==> src/rtl/step_sequencer_if.sv <==
// Bundle between the step sequencer, instruction memory and the instruction decoder.
// The sequencer takes the slave side; the decoder/memory/testbench take the master side.
interface step_sequencer_if #(
    parameter int ICNT_W = 16
);
    logic              Start;
    logic              Hold;
    logic [15:0]       MemData;
    logic [1:0]        ALU_Flags;
    logic              Buff_PC;
    logic              Buff_PSW;
    logic              Done;

    logic [2:0]        Cnt;
    logic [15:0]       Ins;
    logic [7:0]        InsM;
    logic [1:0]        InsL;
    logic [1:0]        PSW_NZC;
    logic              Dec_Rst;
    logic              Halted;
    logic              Err;
    logic [ICNT_W-1:0] InsCount;

    modport slave (
        input  Start, Hold, MemData, ALU_Flags, Buff_PC, Buff_PSW, Done,
        output Cnt, Ins, InsM, InsL, PSW_NZC, Dec_Rst, Halted, Err, InsCount
    );

    modport master (
        output Start, Hold, MemData, ALU_Flags, Buff_PC, Buff_PSW, Done,
        input  Cnt, Ins, InsM, InsL, PSW_NZC, Dec_Rst, Halted, Err, InsCount
    );
endinterface

==> src/rtl/step_sequencer.sv <==
// Step counter, instruction register and PSW flags feeding the instruction decoder.
// Ends instructions on decoder strobes, halts on Done, and flags runaway step sequences.
//
//   state  | meaning
//   -------+-----------------------------------------------------------
//   S_IDLE | out of reset, decoder held in reset, waiting for Start
//   S_RUN  | stepping: Cnt==0 fetches, Cnt>0 executes under decoder control
//   S_HALT | halt instruction retired; everything frozen until Start
module step_sequencer #(
    parameter int MAX_STEP = 4,
    parameter int ICNT_W   = 16
) (
    input  logic             Clk,
    input  logic             Rst_n,
    step_sequencer_if.slave  bus
);

    typedef enum logic [1:0] {
        S_IDLE = 2'd0,
        S_RUN  = 2'd1,
        S_HALT = 2'd2
    } state_t;

    localparam logic [2:0] LP_MAX_STEP = 3'(MAX_STEP);

    state_t              r_state;
    logic [2:0]          r_cnt;
    logic [15:0]         r_ins;
    logic [1:0]          r_psw;
    logic                r_err;
    logic [ICNT_W-1:0]   r_icnt;
    logic                r_dec_rst;
    logic                r_halted;

    state_t              w_state_nxt;
    logic [2:0]          w_cnt_nxt;
    logic [15:0]         w_ins_nxt;
    logic [1:0]          w_psw_nxt;
    logic                w_err_nxt;
    logic [ICNT_W-1:0]   w_icnt_nxt;

    always_ff @(posedge Clk or negedge Rst_n) begin
        if (!Rst_n) begin
            r_state <= S_IDLE;
        end else begin
            r_state <= w_state_nxt;
        end
    end

    always_comb begin
        w_state_nxt = r_state;
        w_cnt_nxt   = r_cnt;
        w_ins_nxt   = r_ins;
        w_psw_nxt   = r_psw;
        w_err_nxt   = r_err;
        w_icnt_nxt  = r_icnt;

        case (r_state)
            S_IDLE, S_HALT: begin
                if (bus.Start) begin
                    w_state_nxt = S_RUN;
                    w_cnt_nxt   = 3'd0;
                end
            end

            S_RUN: begin
                if (!bus.Hold) begin
                    if (r_cnt == 3'd0) begin
                        w_ins_nxt = bus.MemData;
                        w_cnt_nxt = 3'd1;
                    end else begin
                        if (bus.Buff_PSW) begin
                            w_psw_nxt = bus.ALU_Flags;
                        end
                        if (bus.Done) begin
                            w_state_nxt = S_HALT;
                            w_cnt_nxt   = 3'd0;
                            w_icnt_nxt  = r_icnt + ICNT_W'(1);
                        end else if (bus.Buff_PC) begin
                            w_cnt_nxt   = 3'd0;
                            w_icnt_nxt  = r_icnt + ICNT_W'(1);
                        end else if (r_cnt >= LP_MAX_STEP) begin
                            // Runaway: drop the instruction uncounted and refetch.
                            w_cnt_nxt   = 3'd0;
                            w_err_nxt   = 1'b1;
                        end else begin
                            w_cnt_nxt   = r_cnt + 3'd1;
                        end
                    end
                end
            end

            default: begin
                w_state_nxt = S_IDLE;
                w_cnt_nxt   = 3'd0;
            end
        endcase
    end

    // Dec_Rst/Halted are registered from the next state so they are glitch-free flops.
    always_ff @(posedge Clk or negedge Rst_n) begin
        if (!Rst_n) begin
            r_cnt     <= 3'd0;
            r_ins     <= 16'h0000;
            r_psw     <= 2'b00;
            r_err     <= 1'b0;
            r_icnt    <= '0;
            r_dec_rst <= 1'b1;
            r_halted  <= 1'b0;
        end else begin
            r_cnt     <= w_cnt_nxt;
            r_ins     <= w_ins_nxt;
            r_psw     <= w_psw_nxt;
            r_err     <= w_err_nxt;
            r_icnt    <= w_icnt_nxt;
            r_dec_rst <= (w_state_nxt != S_RUN);
            r_halted  <= (w_state_nxt == S_HALT);
        end
    end

    assign bus.Cnt      = r_cnt;
    assign bus.Ins      = r_ins;
    assign bus.InsM     = r_ins[15:8];
    assign bus.InsL     = r_ins[1:0];
    assign bus.PSW_NZC  = r_psw;
    assign bus.Dec_Rst  = r_dec_rst;
    assign bus.Halted   = r_halted;
    assign bus.Err      = r_err;
    assign bus.InsCount = r_icnt;

endmodule

==> src/flat_wrapper.sv <==
// flat-port wrapper written by rule: the top's interface ports become plain ports
module step_sequencer_flat 
#(
    parameter int MAX_STEP = 4,
    parameter int ICNT_W   = 16
)
  (Clk, Rst_n, bus_Start, bus_Hold, bus_MemData, bus_ALU_Flags, bus_Buff_PC, bus_Buff_PSW, bus_Done, bus_Cnt, bus_Ins, bus_InsM, bus_InsL, bus_PSW_NZC, bus_Dec_Rst, bus_Halted, bus_Err, bus_InsCount);
  step_sequencer_if #(.ICNT_W(ICNT_W)) bus_i ();
  input  logic Clk;
  input  logic Rst_n;
  input wire logic [$bits(bus_i.Start)-1:0] bus_Start;
  input wire logic [$bits(bus_i.Hold)-1:0] bus_Hold;
  input wire logic [$bits(bus_i.MemData)-1:0] bus_MemData;
  input wire logic [$bits(bus_i.ALU_Flags)-1:0] bus_ALU_Flags;
  input wire logic [$bits(bus_i.Buff_PC)-1:0] bus_Buff_PC;
  input wire logic [$bits(bus_i.Buff_PSW)-1:0] bus_Buff_PSW;
  input wire logic [$bits(bus_i.Done)-1:0] bus_Done;
  output wire logic [$bits(bus_i.Cnt)-1:0] bus_Cnt;
  output wire logic [$bits(bus_i.Ins)-1:0] bus_Ins;
  output wire logic [$bits(bus_i.InsM)-1:0] bus_InsM;
  output wire logic [$bits(bus_i.InsL)-1:0] bus_InsL;
  output wire logic [$bits(bus_i.PSW_NZC)-1:0] bus_PSW_NZC;
  output wire logic [$bits(bus_i.Dec_Rst)-1:0] bus_Dec_Rst;
  output wire logic [$bits(bus_i.Halted)-1:0] bus_Halted;
  output wire logic [$bits(bus_i.Err)-1:0] bus_Err;
  output wire logic [$bits(bus_i.InsCount)-1:0] bus_InsCount;
  assign bus_i.Start = bus_Start;
  assign bus_i.Hold = bus_Hold;
  assign bus_i.MemData = bus_MemData;
  assign bus_i.ALU_Flags = bus_ALU_Flags;
  assign bus_i.Buff_PC = bus_Buff_PC;
  assign bus_i.Buff_PSW = bus_Buff_PSW;
  assign bus_i.Done = bus_Done;
  assign bus_Cnt = bus_i.Cnt;
  assign bus_Ins = bus_i.Ins;
  assign bus_InsM = bus_i.InsM;
  assign bus_InsL = bus_i.InsL;
  assign bus_PSW_NZC = bus_i.PSW_NZC;
  assign bus_Dec_Rst = bus_i.Dec_Rst;
  assign bus_Halted = bus_i.Halted;
  assign bus_Err = bus_i.Err;
  assign bus_InsCount = bus_i.InsCount;
  step_sequencer #(.MAX_STEP(MAX_STEP), .ICNT_W(ICNT_W)) u_core (.Clk(Clk), .Rst_n(Rst_n), .bus(bus_i));
endmodule
==> config.mk <==
export PLATFORM = sky130hd
export DESIGN_NAME = step_sequencer_flat
export DESIGN_NICKNAME = d
export VERILOG_FILES = /design/src/rtl/step_sequencer_if.sv /design/src/rtl/step_sequencer.sv /design/src/flat_wrapper.sv
export SDC_FILE = /design/constraint.sdc
export NUM_CORES = 1
export LEC_CHECK = 0
export CAP_MARGIN = 20
export CORE_MARGIN = 5
export CORE_UTILIZATION = 35
export DETAILED_ROUTE_END_ITERATION = 6
export PLACE_DENSITY = 0.67
export REMOVE_ABC_BUFFERS = 1
export SETUP_SLACK_MARGIN = 0.4
export SYNTH_ARGS = -nofsm -noshare
export SYNTH_HDL_FRONTEND = slang
export SYNTH_SLANG_ARGS = --single-unit
==> constraint.sdc <==
create_clock -name Clk -period 1.85 [get_ports Clk]
set_input_delay 0.4625 -clock Clk [delete_from_list [all_inputs] [get_ports Clk]]
set_output_delay 0.4625 -clock Clk [all_outputs]
set_load 0.005 [all_outputs]
Yosys cells after proc, flatten, opt, wreduce, memory -nomap -nowiden. Index checks and enable logic that the tools add are counted. Widths: inputs -> output; s select.

Bits in registers: 42. Bits in latches: 0. Bits in writable memories: 0. Memory bits (read-only): 0. Input port bits: 25. Logic and storage cells: 44. Memories kept: 0.

Add/sub/neg operators: 2. Multiply operators: 0. Div/mod/pow operators: 0. $lt $le $gt $ge: 1. Eq/ne operators: 6. Shift-type cells: 0. Muxes and demuxes: 14. Bitwise gates (word level): 4. Reduce and logical (&&, ||, !) cells: 9.

Operators by type and width (count): $mux 16 (2); $mux 3 (6); $add 16x1->16 const B (1); $mux 2 (4); $reduce_and 4->1 (2); $pmux 3 s2 (1); $reduce_and 6->1 (1); $eq 2x2->1 const B (2); $ne 2x2->1 const B (2); $not 1->1 (4); $pmux 2 s2 (1); $add 3x1->3 const B (1); $ge 3x3->1 const B (1); $logic_not 3->1 (1); $reduce_and 3->1 (1); $eq 2x1->1 const B (1); $logic_not 2->1 (1); $ne 2x1->1 const B (1); $reduce_and 2->1 (1); $reduce_bool 2->1 (1); $reduce_or 2->1 (1).

Logic depth before layout (Yosys ltp). Gate-level depths: netlist of run 1.

Depth in word-level cells: 7. Mapped depth: 6.

Worst setup path after synthesis of run 1. OpenSTA, ideal clock, no wires.

Path type: register -> register. Start point: register u_core.r_cnt[0] (netlist: u_core.bus.Cnt[0]). End point: register u_core.r_ins[10] (netlist: u_core.bus.Ins[10]). Setup time: 125 ps. Arrival: 1669 ps. Required time: 1725 ps. Slack: 56 ps. Cell stages (with the launch flop): 7. Buffers on the path: 1. Period minus slack after synthesis: 1794 ps. Cells stage by stage: dfrtp_1 -> inv_1 -> ha_1 -> and2b_2 -> nand2_1 -> buf_2 -> mux2_2.

Longest elaborated chain between the ends: 2.

RTL lines: start, declared (RTL line step_sequencer.sv:27) `logic [2:0] r_cnt;`; start signal, assigned (RTL line step_sequencer.sv:111) `r_cnt <= w_cnt_nxt;`; $logic_not 3->1 (RTL line step_sequencer.sv:68) `if (r_cnt == 3'd0) begin`; $reduce_and 3->1 (no line); end signal, assigned (RTL line step_sequencer.sv:112) `r_ins <= w_ins_nxt;`; end, declared (RTL line step_sequencer.sv:28) `logic [15:0] r_ins;`.

Every way passes these cells. A chain may end at the register's enable or synchronous reset.

Final worst setup path of run 1.
Start point: register u_core.r_state[0]. End point: register u_core.r_icnt[7] (netlist: u_core.bus.InsCount[7]).

Longest elaborated chain between the ends: 2.

RTL lines: start, declared (RTL line step_sequencer.sv:26) `state_t r_state;`; start signal, assigned (RTL line step_sequencer.sv:46) `r_state <= w_state_nxt;`; $eq 2x1->1 (RTL line step_sequencer.sv:58) `case (r_state)`; $reduce_and 4->1 (no line); end signal, assigned (RTL line step_sequencer.sv:115) `r_icnt <= w_icnt_nxt;`; end, declared (RTL line step_sequencer.sv:31) `logic [ICNT_W-1:0] r_icnt;`.

Every way passes these cells.

==> results.txt, run 1 <==
Status = finished, final reports clean
Vias in the first global route = 1719
Layout Cells excl Fill = 344
# port buffers = 74
Grt total ovfl = 0
Pwr per Cell Area = 1260 nW/um2
Clock Latency Late Sink = 290 ps
Drt drc = 0
CP Capture Type = register
Critical Path Max Stage Delay = 450 ps
Crit Path Class = register to register
Main flop type after synthesis = dfrtp_1
Setup TNS = 0 ps
Layout cells sized above 1 = 46.7%
# IOs = 75
Yosys top cell by area = dfrtp_1
First-pass DRT Iterations = 4
Gr usage total = 15.4%
Endpoints failing setup = 0
Sink Count = 42
Met2 routed WL = 2910 um
Fillers = 425
Metal3 WL = 251 um
RSZ-0062 raised after global routing = yes
Power, Total = 4.17 mW
Post-synth ARST share = 100%
Register area share after synthesis = 56.6%
Area grow syn2layout = 77.9%
Min-delay worst type = input pin to asynchronous set/reset pin
Starting Density = 36.2%
HPWL after DPL = 3220 um
Critical Path RT = 2020 ps
CP Cell Sequence = or3b_4 > nor4_4 > buf_6 > nand4_1 > xnor2_1
Startpoint Class = register
Yosys top cell area share = 55.2%
Core Footprint = 5140 um2
Vias = 1609
CP Max Fanout = 7
WHS = 94.7 ps
Yosys cell types = 29
Worst-margin pin slew = 427 ps
Die width = 82.9 um
Upper clock frequency limit = 592 MHz
Final core occ = 64.3%
Row cnt = 26
Area after DPL = 2710 um2
LEAKAGE = 1.59 nW
FF/Latch Area = 1050 um2
Dpl cells = 287
H-Tree Depth = 2
Synth top area cells = dfrtp_1, mux2_2, xnor2_1
Data arrival time of the critical path = 1860 ps
Worst vdd rail ir drop = 0.000602 V
Clock skew = 12.4 ps
Largest net degree at the start of global routing = 27
CTS tree = done
Fin crit period = 1690 ps
Slowest CP cell = or3b_4
Met1 wire length = 2010 um
Setup Slack @ Placement = -289 ps
Total die area = 6870 um2
Clock slew at reported path FFs = 80 ps
Synth Cell Area = 1860 um2
First-pass GRT wire length = 8600 um
Die Height = 82.9 um
Max Cap Viol = 0
Max Transition Viols Final = 0
Via density = 4.68
GP Congestion = 0.849
EDFF count, synth = 0
TritonCTS Buffers = 5
Layout Nets = 301
Initial antenna violation count = 0
Antenna Cells = 0
Final worst setup slack = 160 ps
Final ANT Viol Nets = 0
Root Buffer = clkbuf_8
Top Layer Used = met4
Flops & latches, synth = 42
Synthesized area per cell = 12.9 um2
CTS Buffer Depth = 2
Worst slew margin = 71.5%
Period utilization = 91.4%
Final WL = 5310 um
Cell area after layout = 3310 um2
Yosys warning total = 0
Avg WL per Cell = 15.4 um
Multi-input gate area = 843 um2
Mapped Cells = 144
Final hold vios = 0
Hold-fix buffers at CTS = 0
Starting DRT DRC Count = 21
-- sequential cells by signal, summed over array words and instances (netlist names) --
signal / count
u_core.bus.Ins: 16
u_core.bus.Dec_Rst: 1
u_core.bus.PSW_NZC: 2
u_core.bus.Halted: 1
u_core.bus.InsCount: 16
u_core.bus.Cnt: 3
u_core.r_state: 2
u_core.bus.Err: 1
-- synthesized netlist by cell type (2+ instances only) --
cell type	number
a21oi_1	2
a22o_1	3
and3_1	3
buf_4	10
dfrtp_1	41
ha_1	3
inv_1	3
mux2_2	19
mux2i_1	2
nand2_1	8
nand3_1	6
nand4_1	6
nor2_1	6
nor3_1	3
nor4_4	2
xnor2_1	13
xor2_1	2
-- worst paths after layout --
path,startpoint,end,slack [ps],depth (start not counted)
worst max-delay path,u_core.r_state[0],u_core.bus.InsCount[7],160,5
worst min-delay path,Rst_n,u_core.bus.PSW_NZC[1],90,1
worst max register to register,u_core.r_state[0],u_core.bus.InsCount[7],160,5
worst min register to register,u_core.bus.Err,u_core.bus.Err,490,1
max in group asynchronous,Rst_n,u_core.bus.Dec_Rst,1190,2
min in group Clk,u_core.bus.Err,u_core.bus.Err,490,1
-- per-layer routing --
layer,up-vias,GRT usage [%]
li1,756,-
met1,790,16.9
met2,49,27.3
met3,14,5.25
met4,0,5.79
met5,-,0
-- cells by family after synthesis --
family                   synth area share [%]
AND/OR/NAND/NOR                          13.3
buffers and inverters                    5.11
XOR/XNOR                                 7.07
multiplexers                             12.6
adder cells (fa/ha/maj)                  2.02
flip-flops                               56.6
AO/OA/AOI/OAI                            3.30
-- power breakdown --
part           internal [mW]  switching [mW]
registers               1.22           0.155
clock network          0.440           0.302
logic                   1.25           0.803
-- repair_timing --
action                                  4_1_cts  5_1_grt
pin swaps                                    14        7
buffers inserted                             39        9
endpoints found under the setup margin       86       61
gates cloned                                  1        0
gates resized for setup                      93       51
-- layout by cell type (no fill, tap or decap), drive strengths merged, types with 6 or more instances in the layout --
master,count
dlygate4sd2,27
xnor2,13
clkbuf,16
mux2,19
nor2,6
clkdlybuf4s50,20
buf,65
dfrtp,41
nand2,8
nand4,6
clkdlybuf4s15,13
nand3,6
-- worst max-delay path, delay by kind of cell (launching register included) --
family	cells	cell delay [ps]
flip-flops	1	430
XOR/XNOR	1	150
buffers and inverters	1	170
AND/OR/NAND/NOR	3	830
-- cell type report --
cell class                      instances  share of cell area (%)
Sequential cell                        42                    31.9
Inverter                                3                   0.341
Clock inverter                          1                   0.908
Clock buffer                            7                    2.61
Multi-Input combinational cell         87                    25.5
Tap cell                               70                    2.65
Timing Repair Buffer                  134                    36.1
(Power assumes the default switching activity.)
==> run 2, diff against run 1 <==
Settings changed: CAP_MARGIN 20 to default, CTS_CLUSTER_SIZE from default to 10.
==> results of run 2 <==
Final layout, timing and power as in run 1 (identical DEF).
==> run 3, diff against run 2 <==
Settings changed: ABC_CLOCK_PERIOD_IN_PS from default to 1850, SKIP_CTS_REPAIR_TIMING from default to 1.
==> run 3 against run 2 <==
- cell area fell by 0.49%
- cell count fell by 4.7%
- clock skew fell by 2.7 ps
- clock power fell by 0.8%
- first-iteration DRC count rose by 130%
- worst setup slack improved by 43 ps
- register-to-register slack improved by 50 ps
- global-route usage fell by 2.8 points
- count of clock-buffer cells in the layout did not move
- wire length fell by 11%
- sequential power barely moved
- critical path type is now input pin to register
- largest cell class unchanged
- largest power group unchanged
- highest routed layer unchanged
==> results.txt, run 3 (same netlist as run 1, synthesis figures left out) <==
Status = finished, final reports clean
Clock power share = 18.9%
Row cnt = 26
Layout Nets = 285
Final hold vios = 0
Starting Density = 36.2%
Starting DRT DRC Count = 49
Drt drc = 0
Sink Count = 42
Area grow syn2layout = 77.0%
CP Cell Sequence = clkdlybuf4s50_1 > nor2_1 > buf_4 > nor4_4 > buf_6 > nand4_1 > xnor2_1
# IOs = 75
Gr usage total = 12.5%
Worst-margin pin slew = 413 ps
Vias in the first global route = 1393
Upper clock frequency limit = 607 MHz
Critical Path RT = 2020 ps
Max Cap Viol = 0
Dpl cells = 287
Die width = 82.9 um
Largest delay contributor family on the critical path = buffers and inverters
First-pass DRT Iterations = 4
H-Tree Depth = 2
Worst slew margin = 72.5%
CP Capture Type = register
Switching pwr = 1.11 mW
Clock skew = 9.74 ps
Die Height = 82.9 um
Endpoints failing setup = 0
Total die area = 6870 um2
Antenna Cells = 0
Grt total ovfl = 0
Most frequent cells in the layout = dlymetal6s2s_1, buf_4, dfrtp_1
Final WL = 4710 um
Avg WL per Cell = 14.4 um
Crit Path Class = input pin to register
Slowest CP cell = clkdlybuf4s50_1
Min-delay worst type = input pin to asynchronous set/reset pin
Period utilization = 89.0%
Pwr per Cell Area = 1190 nW/um2
Data arrival time of the critical path = 1820 ps
Initial antenna violation count = 0
CTS Buffer Depth = 2
GP Congestion = 0.849
Via density = 4.63
Clock slew at reported path FFs = 80 ps
Max Transition Viols Final = 0
Area after DPL = 2710 um2
HPWL after DPL = 3220 um
CP Depth = 7
First-pass GRT wire length = 7090 um
Leading cell type in the layout, fill and taps excluded = dlymetal6s2s_1
Sw Share = 28.4%
LEAKAGE = 1.99 nW
Root Buffer = clkbuf_8
Core Footprint = 5140 um2
Startpoint Class = input pin
Clock Latency Late Sink = 290 ps
Reg2reg path depth = 7
Part of the power in registers = 36.0%
Worst vdd rail ir drop = 0.000657 V
Cell area after layout = 3290 um2
Layout cells sized above 1 = 39.5%
CP bufs+invs = 3
# port buffers = 74
CTS tree = done
Final ANT Viol Nets = 0
Vias = 1518
Layout Cells excl Fill = 328
Largest net degree at the start of global routing = 27
CP Max Fanout = 7
Critical Path Max Stage Delay = 490 ps
TritonCTS Buffers = 5
Fin crit period = 1650 ps
Gate power share = 45.1%
Internal Power = 2.79 mW
RSZ-0062 raised after global routing = yes
-- run 3: cell count changes in the layout (fill, tap and decap cells not counted), moves of 7 or more --
cell	previous run	this run
dlymetal6s2s_1	0	49
buf_6	15	5
clkbuf_2	9	2
dlygate4sd2_1	27	0
clkdlybuf4s15_1	13	0
buf_4	44	37
-- run 3: power by group through the flow --
stage | clock network (mW) | logic (mW) | registers [mW]
6_report | 0.736 | 1.76 | 1.40
5_1_grt | 0.818 | 1.91 | 1.45
4_1_cts | 0.764 | 1.63 | 1.43
3_5_place_dp | 0 | 1.62 | 1.45
3_3_place_gp | 0 | 1.60 | 1.44
2_1_floorplan | 0 | 0.536 | 1.47
-- run 3: path summary, 6_finish.rpt --
path | from | slack (ps) | to
max | bus_Buff_PC | 200 | u_core.bus.InsCount[14]
min | Rst_n | 90 | u_core.bus.PSW_NZC[1]
min in group Clk | u_core.bus.Err | 480 | u_core.bus.Err
max reg2reg | u_core.bus.Cnt[0] | 210 | u_core.bus.InsCount[14]
max in group asynchronous | Rst_n | 1200 | u_core.bus.Dec_Rst
min reg2reg | u_core.bus.Err | 480 | u_core.bus.Err
-- run 3: cell type report --
| type | count | area (um2) |
|---|---|---|
| clock buffer | 7 | 86.3 |
| inverter | 3 | 11.3 |
| tap | 70 | 87.6 |
| fill | 428 | 1850 |
| clock inverter | 1 | 30.0 |
| multi-input combinational | 87 | 792 |
| timing repair buffer | 118 | 1220 |
| sequential | 42 | 1060 |
-- run 3: stage by stage --
step                      hold WS (ps)  total power [mW]  setup TNS (ps)  worst slack, ps  util, %
after floorplan                    167              2.01               0             71.6        -
after global placement             420              3.04           -4490             -270     52.7
after detailed placement           429              3.07           -5300             -289     52.7
after CTS                          105              3.82               0             24.6     54.9
after global routing               106              4.18               0             97.3     64.0
final                             93.7              3.90               0              203     64.0
-- run 3: metal layers --
| metal | GRT usage [%] | part of all wire, % | up-vias |
|---|---|---|---|
| met5 | 0 | 0 | - |
| met3 | 4.65 | 5.2 | 6 |
| met1 | 15.2 | 41 | 739 |
| met4 | 3.12 | 0.76 | 0 |
| li1 | - | - | 724 |
| met2 | 21.1 | 53 | 49 |
